**src/rtl/elem_abssign_seq_pkg.sv**
```systemverilog
// Shared matrix-library types and index helpers for the sequential abs/sign splitter.
package matlib_pkg;

   typedef enum logic [1:0] {
      IDLE = 2'd0,
      RUN  = 2'd1,
      DONE = 2'd2
   } abssign_state_t;

   // Row-major flat index of 1-based element [row][col].
   function automatic int unsigned flat_idx(input int unsigned row,
                                            input int unsigned col,
                                            input int unsigned cols);
      return (row - 1) * cols + (col - 1);
   endfunction

   function automatic int unsigned idx_width(input int unsigned n);
      return (n > 1) ? $clog2(n) : 1;
   endfunction

endpackage

```
**src/rtl/elem_abssign_seq_if.sv**
```systemverilog
// fixedp: fixed-point format (WIDTH) plus the common clock and synchronous active-high reset.
interface fixedp #(
   parameter int WIDTH = 16
);
   logic clk;
   logic reset;

   modport master (output clk, output reset);
   modport slave  (input  clk, input  reset);
endinterface

```
**src/rtl/elem_abssign_seq_abs_sign.sv**
```systemverilog
// Combinational single-element magnitude/sign split.
// ELEM_ABSSIGN_SAT_EN: saturate |most-negative| to max positive instead of wrapping.
module abs_sign #(
   parameter int WIDTH = 16
) (
   input  logic [WIDTH-1:0] a,
   output logic [WIDTH-1:0] mag,
   output logic             neg,
   output logic             ovf
);
   localparam logic [WIDTH-1:0] MIN_NEG = {1'b1, {(WIDTH-1){1'b0}}};

   logic [WIDTH-1:0] neg_a;

   always_comb begin
      neg   = a[WIDTH-1];
      ovf   = (a == MIN_NEG);
      neg_a = ~a + 1'b1;
      mag   = neg ? neg_a : a;
`ifdef ELEM_ABSSIGN_SAT_EN
      if (ovf) mag = ~MIN_NEG;
`endif
   end
endmodule

```
**src/rtl/elem_abssign_seq.sv**
```systemverilog
// Sequential sign/magnitude split of a ROWS x COLS matrix, one element per cycle.
// ELEM_ABSSIGN_SAT_EN selects saturation of the most negative element (see abs_sign).
module elem_abssign_seq
   import matlib_pkg::*;
#(
   parameter int ROWS  = 1,
   parameter int COLS  = 1,
   parameter int WIDTH = 16   // element width; must equal g.WIDTH
) (
   fixedp.slave                              g,
   input  logic [ROWS:1][COLS:1][WIDTH-1:0] a,
   input  logic                              in_valid,
   output logic                              in_ready,
   output logic [ROWS:1][COLS:1][WIDTH-1:0] mag,
   output logic [ROWS:1][COLS:1][WIDTH-1:0] sgn,
   output logic                              ovf,
   output logic                              out_valid,
   input  logic                              out_ready
);
   localparam int N     = ROWS * COLS;
   localparam int IDX_W = idx_width(N);

   typedef logic [ROWS:1][COLS:1][WIDTH-1:0] mat_t;

   abssign_state_t   state_q, state_d;
   logic [IDX_W-1:0] idx_q, idx_d;
   mat_t             mat_q, mat_d;
   mat_t             mag_q, mag_d;
   mat_t             sgn_q, sgn_d;
   logic             ovf_q, ovf_d;

   logic [WIDTH-1:0] el_a, el_mag;
   logic             el_neg, el_ovf;
   logic             last;

   always_comb begin
      el_a = '0;
      for (int r = 1; r <= ROWS; r++) begin
         for (int c = 1; c <= COLS; c++) begin
            if (IDX_W'(flat_idx(r, c, COLS)) == idx_q) el_a = mat_q[r][c];
         end
      end
   end

   abs_sign #(.WIDTH(WIDTH)) u_abs_sign (
      .a   (el_a),
      .mag (el_mag),
      .neg (el_neg),
      .ovf (el_ovf)
   );

   assign last = (idx_q == IDX_W'(N - 1));

   // NOTE: every variable gets its hold value first so no path leaves one unassigned (no latches).
   always_comb begin
      state_d = state_q;
      idx_d   = idx_q;
      mat_d   = mat_q;
      mag_d   = mag_q;
      sgn_d   = sgn_q;
      ovf_d   = ovf_q;
      unique case (state_q)
         IDLE: begin
            if (in_valid) begin
               mat_d   = a;
               idx_d   = '0;
               ovf_d   = 1'b0;
               state_d = RUN;
            end
         end
         RUN: begin
            for (int r = 1; r <= ROWS; r++) begin
               for (int c = 1; c <= COLS; c++) begin
                  if (IDX_W'(flat_idx(r, c, COLS)) == idx_q) begin
                     mag_d[r][c] = el_mag;
                     sgn_d[r][c] = {WIDTH{el_neg}};
                  end
               end
            end
            ovf_d = ovf_q | el_ovf;
            if (last) begin
               idx_d   = '0;
               state_d = DONE;
            end else begin
               idx_d = idx_q + 1'b1;
            end
         end
         DONE: begin
            if (out_ready) state_d = IDLE;
         end
         default: state_d = IDLE;
      endcase
   end

   always_ff @(posedge g.clk) begin
      if (g.reset) begin
         state_q <= IDLE;
         idx_q   <= '0;
         mag_q   <= '0;
         sgn_q   <= '0;
         ovf_q   <= 1'b0;
      end else begin
         state_q <= state_d;
         idx_q   <= idx_d;
         mag_q   <= mag_d;
         sgn_q   <= sgn_d;
         ovf_q   <= ovf_d;
      end
   end

   // NOTE: the capture register is not reset; it is always reloaded on acceptance before any read.
   always_ff @(posedge g.clk) begin
      mat_q <= mat_d;
   end

   assign in_ready  = (state_q == IDLE);
   assign out_valid = (state_q == DONE);
   assign mag       = mag_q;
   assign sgn       = sgn_q;
   assign ovf       = ovf_q;

endmodule

```
**src/flat_wrapper.sv**
```systemverilog
// flat-port wrapper written by rule: the top's interface ports become plain ports
module elem_abssign_seq_flat import matlib_pkg::*;
#(
   parameter int ROWS  = 1,
   parameter int COLS  = 1,
   parameter int WIDTH = 16                                       
)
  (a, in_valid, in_ready, mag, sgn, ovf, out_valid, out_ready, g_clk, g_reset);
  fixedp #(.WIDTH(WIDTH)) g_i ();
  input  logic [ROWS:1][COLS:1][WIDTH-1:0] a;
  input  logic in_valid;
  output logic in_ready;
  output logic [ROWS:1][COLS:1][WIDTH-1:0] mag;
  output logic [ROWS:1][COLS:1][WIDTH-1:0] sgn;
  output logic ovf;
  output logic out_valid;
  input  logic out_ready;
  input wire logic [$bits(g_i.clk)-1:0] g_clk;
  input wire logic [$bits(g_i.reset)-1:0] g_reset;
  assign g_i.clk = g_clk;
  assign g_i.reset = g_reset;
  elem_abssign_seq #(.ROWS(ROWS), .COLS(COLS), .WIDTH(WIDTH)) u_core (.g(g_i), .a(a), .in_valid(in_valid), .in_ready(in_ready), .mag(mag), .sgn(sgn), .ovf(ovf), .out_valid(out_valid), .out_ready(out_ready));
endmodule
```
**config.mk**
```make
export PLATFORM = sky130hd
export DESIGN_NAME = elem_abssign_seq_flat
export DESIGN_NICKNAME = d
export VERILOG_FILES = /design/src/rtl/elem_abssign_seq_pkg.sv /design/src/rtl/elem_abssign_seq_if.sv /design/src/rtl/elem_abssign_seq_abs_sign.sv /design/src/rtl/elem_abssign_seq.sv /design/src/flat_wrapper.sv
export SDC_FILE = /design/constraint.sdc
export NUM_CORES = 1
export LEC_CHECK = 0
export CORE_MARGIN = 4
export CORE_UTILIZATION = 40
export DETAILED_ROUTE_END_ITERATION = 12
export PLACE_DENSITY = 0.72
export SLEW_MARGIN = 5
export SYNTH_ARGS = -nofsm -noshare
export SYNTH_HDL_FRONTEND = slang
export SYNTH_SLANG_ARGS = --single-unit
```
**constraint.sdc**
```tcl
create_clock -name g_clk -period 2.2 [get_ports g_clk]
set_input_delay 0.66 -clock g_clk [delete_from_list [all_inputs] [get_ports g_clk]]
set_output_delay 0.66 -clock g_clk [all_outputs]
set_load 0.01 [all_outputs]
```
==> results.md <==
- The run finished with clean final reports.
- The post-CTS setup-driven buffer insertion count is 0.
- In this run the power density over the cells is 674.3 nW/um2.
- The destination of the worst hold path is u_core.mag[0].
- During I/O placement, the number of pins put on the boundary was 55.
- For this configuration, the core starts out at a cell density of 0.4267.
- The worst setup path is captured at a primary output.
- The number of max-slew violations in the final report is 0.
- The capture point of the worst reg-to-reg path is u_core.mag[13].
- At the worst endpoint, the required time is 1.54 ns.
- The startpoint identified for the worst hold timing path is u_core.mag[0].
- The final instance count without filler cells is 239.
- After the last flow step, the layout net total stands at 211.
- The count of different cell masters after synthesis is 29.
- The number of fillers in the final layout is 316.
- The via count of the first global-routing pass is 1126.
- The total number of H-tree levels is 2.
- The maximum clock insertion buffer count is 2.
- The max-capacitance violation count is 0.
- The count of hold-fix buffers inserted at cts is 0.
- The CTS sink count is 36.
- The number of antenna violations at the first check in global routing came to 0.
- The clock transition at the register clock pins on the worst setup and hold paths after CTS is 0.06 ns.
- The share of the synthesized area in the top cell type is 0.2986.
- The period utilization is 0.9277.
- The overall power consumption is 1.458 mW.
- The leakage power figure is 0.7439 nW.
- Counting instances, the worst hold path has a depth of 2.
- The actual slew at the worst max-slew pin is 0.6029 ns.
- When the netlist entered floorplanning its net count stood at 172.
- After detailed routing, the number of vias per cell comes to 5.092.
- For this run, the number of Yosys warnings is 0.
- A synthesized cell averages 10.66 um2.
- Setup repair after global routing left no endpoint under its margin.
- The area of the mapped netlist is 1609 um2.
- After synthesis the netlist holds a flip-flop and latch count of 36.
- Setup violations remaining at the end of the flow were counted as 0.
- Once detail routing completed, the nets flagged for antenna violations numbered 0.
- Counting flops with an async set or reset pin after synthesis yields a share of 0.
- The total count of hold-check failures in the final report is 0.
- The remaining max-slew budget at the tightest pin is 0.5981.
- The post-layout minimum cycle time is 2.041 ns.
- Derived from the worst setup path, the maximum achievable clock frequency is 490.0 MHz.
- The number of antenna diodes in the final layout is 0.
- Ranked by instance count, the synthesized netlist is headed by sky130_fd_sc_hd__dfxtp_1 (20), sky130_fd_sc_hd__edfxtp_1 (16), sky130_fd_sc_hd__buf_4 (15), sky130_fd_sc_hd__nor2_1 (15).
- By area the synthesized netlist is led by sky130_fd_sc_hd__edfxtp_1 (30%), sky130_fd_sc_hd__dfxtp_1 (25%), sky130_fd_sc_hd__buf_4 (7.0%).
- Of all cell types, the one taking the most synthesized area is sky130_fd_sc_hd__edfxtp_1.
- The overall global routing resource usage is 0.1274.
- The most frequent cell after synthesis is sky130_fd_sc_hd__dfxtp_1.
- The number of iterations in the first detailed-routing pass is 6.
- For the worst setup path, the data arrival time is 1.38 ns.
- Hold timing on the final database bottoms out at a slack of 0.4555 ns.
- Detailed routing inserted a total of 1217 vias.
- The post-placement cell count is 231.
- Of all nets on the critical path, the largest fanout is 4.
- Relative to the synthesized area, the layout overhead comes to 34.37%.
- The congestion estimate from routability-driven global placement came to 0.8247.
- TritonCTS built the clock tree.
- The cell sitting at the root of the clock tree is a sky130_fd_sc_hd__clkbuf_8.
- The region available for standard cell placement spans 3771 um2.
- After legalization and detailed placement, the total HPWL measured 2398 um.
- The aggregate global routing overflow is 0.
- The setup TNS is 0 ns.
- Between clock sinks in the finished design, the worst skew comes to 0.007028 ns.
- The tightest min-delay check is of the reg -> reg type.
- Measured in cells, the most critical reg-to-reg path has a length of 4.
- The number of flops mapped to enable cells by yosys is 16.
- The latest clock arrival within the worst-skew pair is 0.29 ns.
- The wire length per cell is 13.13 um.
- Across the VDD grid, the largest voltage drop is 390.0 uV.
- The first global-routing pass estimated 5009 um of wire.
- The first routing iteration left 38 violations.
- The startpoint identified for the worst register-to-register timing path is u_core.mat_q[5].
- Synthesis produced a netlist whose cell count is 151.
- The maximum number of pins on one net before global-route repair is 29.
- Summed over all layers, the routed wires come to 3138 um.
- After clock tree synthesis, the repair step resized 0 gates.
- The register-to-register path setup slack is 0.17 ns.
- The share of post-route cells with drive strength above 1 is 0.06806.
- Measured along the y axis, the die boundary spans 71.43 um.
- The width of the chip is 71.43 um.
- The count of buffers added on input and output ports is 54.
- For this run, design rule violations remaining after detail routing come to 0.
- The worst setup path is of the reg -> out kind.
- In this run the core area contains 22 standard-cell rows.
- In this run, CTS created clock tree buffers numbering 5.
- The kind of launch point of the worst setup path is a flip-flop.
- The floorplan step defined a die boundary enclosing 5102 um2.
- The most used flip-flop cell after synthesis is sky130_fd_sc_hd__dfxtp_1.
- The sequential-to-total area share from yosys stat is 0.5474.
per-stage QoR:
step	util	setup slack (ns)	cell area [um2]
floorplan	-	0.3481	1609
global placement	0.5514	0.2314	2079
detailed placement	0.5514	0.1647	2079
CTS	0.5730	0.01671	2161
global route	0.5733	0.04756	2162
finish	0.5733	0.1590	2162
sequential cells by signal, summed over array words and instances (netlist names):
| register | count |
|---|---|
| u_core.mag | 16 |
| u_core.mat_q | 16 |
| u_core.state_q | 2 |
| u_core.ovf | 1 |
| u_core.sgn | 1 |
where the power goes:
group,switching [mW],leakage (nW),internal [mW]
clock network,0.211,0.0422,0.222
registers,0.0385,0.317,0.748
logic,0.105,0.384,0.134
total,0.354,0.744,1.10
cell type report:
cell class	count	area, um2	area share
flip-flops and latches	36	882.1	0.4080
well taps	48	60.06	0.02778
multi-input cells	87	564.3	0.2610
inverters	3	11.26	0.005208
clock buffers	7	76.32	0.03530
repair buffers	57	563.0	0.2604
clock inverters	1	5.005	0.002315
critical path, stage by stage, from the launching register on:
cell                              delay [ns]
sky130_fd_sc_hd__dfxtp_1                0.35
sky130_fd_sc_hd__nor2b_1                0.18
sky130_fd_sc_hd__clkdlybuf4s50_1        0.57
how the worst max path moves through the flow:
stage / slack [ns] / end / startpoint / depth (start not counted)
floorplan: 0.35 / u_core.mag[13] / u_core.mat_q[5] / 5
global placement: 0.23 / u_core.mag[13] / u_core.mat_q[5] / 4
detailed placement: 0.16 / u_core.mag[13] / u_core.mat_q[5] / 4
CTS: 0.02 / sgn[0] / u_core.sgn[0] / 1
global route: 0.05 / u_core.mag[13] / u_core.mat_q[4] / 4
finish: 0.16 / out_valid / u_core.state_q[1] / 2
cell usage in the layout, fill, tap and decap left out, drive strengths merged, types with 4 or more instances in the layout:
cell type and n:
o31ai 6, o41ai 4, clkdlybuf4s50 54, a21oi 4, xor2 11, nand2 9, nor2 15, clkbuf 7
dfxtp 20, a211oi 11, edfxtp 16
per-layer routing:
metal / GRT usage / up-vias / part of all wire
li1: - / 606 / -
met1: 0.1417 / 559 / 0.43
met2: 0.2112 / 46 / 0.46
met3: 0.05189 / 6 / 0.093
met4: 0.06054 / 0 / 0.016
met5: 0 / - / 0
kinds of logic after synthesis:
group                      synth area share
xor gates and xnor gates            0.06532
muxes                              0.006221
AOI/OAI and AO/OA                    0.1439
DFF                                  0.5474
buffers and inverters                0.1019
adders and majority gates          0.007775
and+or+nand+nor                      0.1275
No activity file was read; power rests on OpenSTA's default activity.
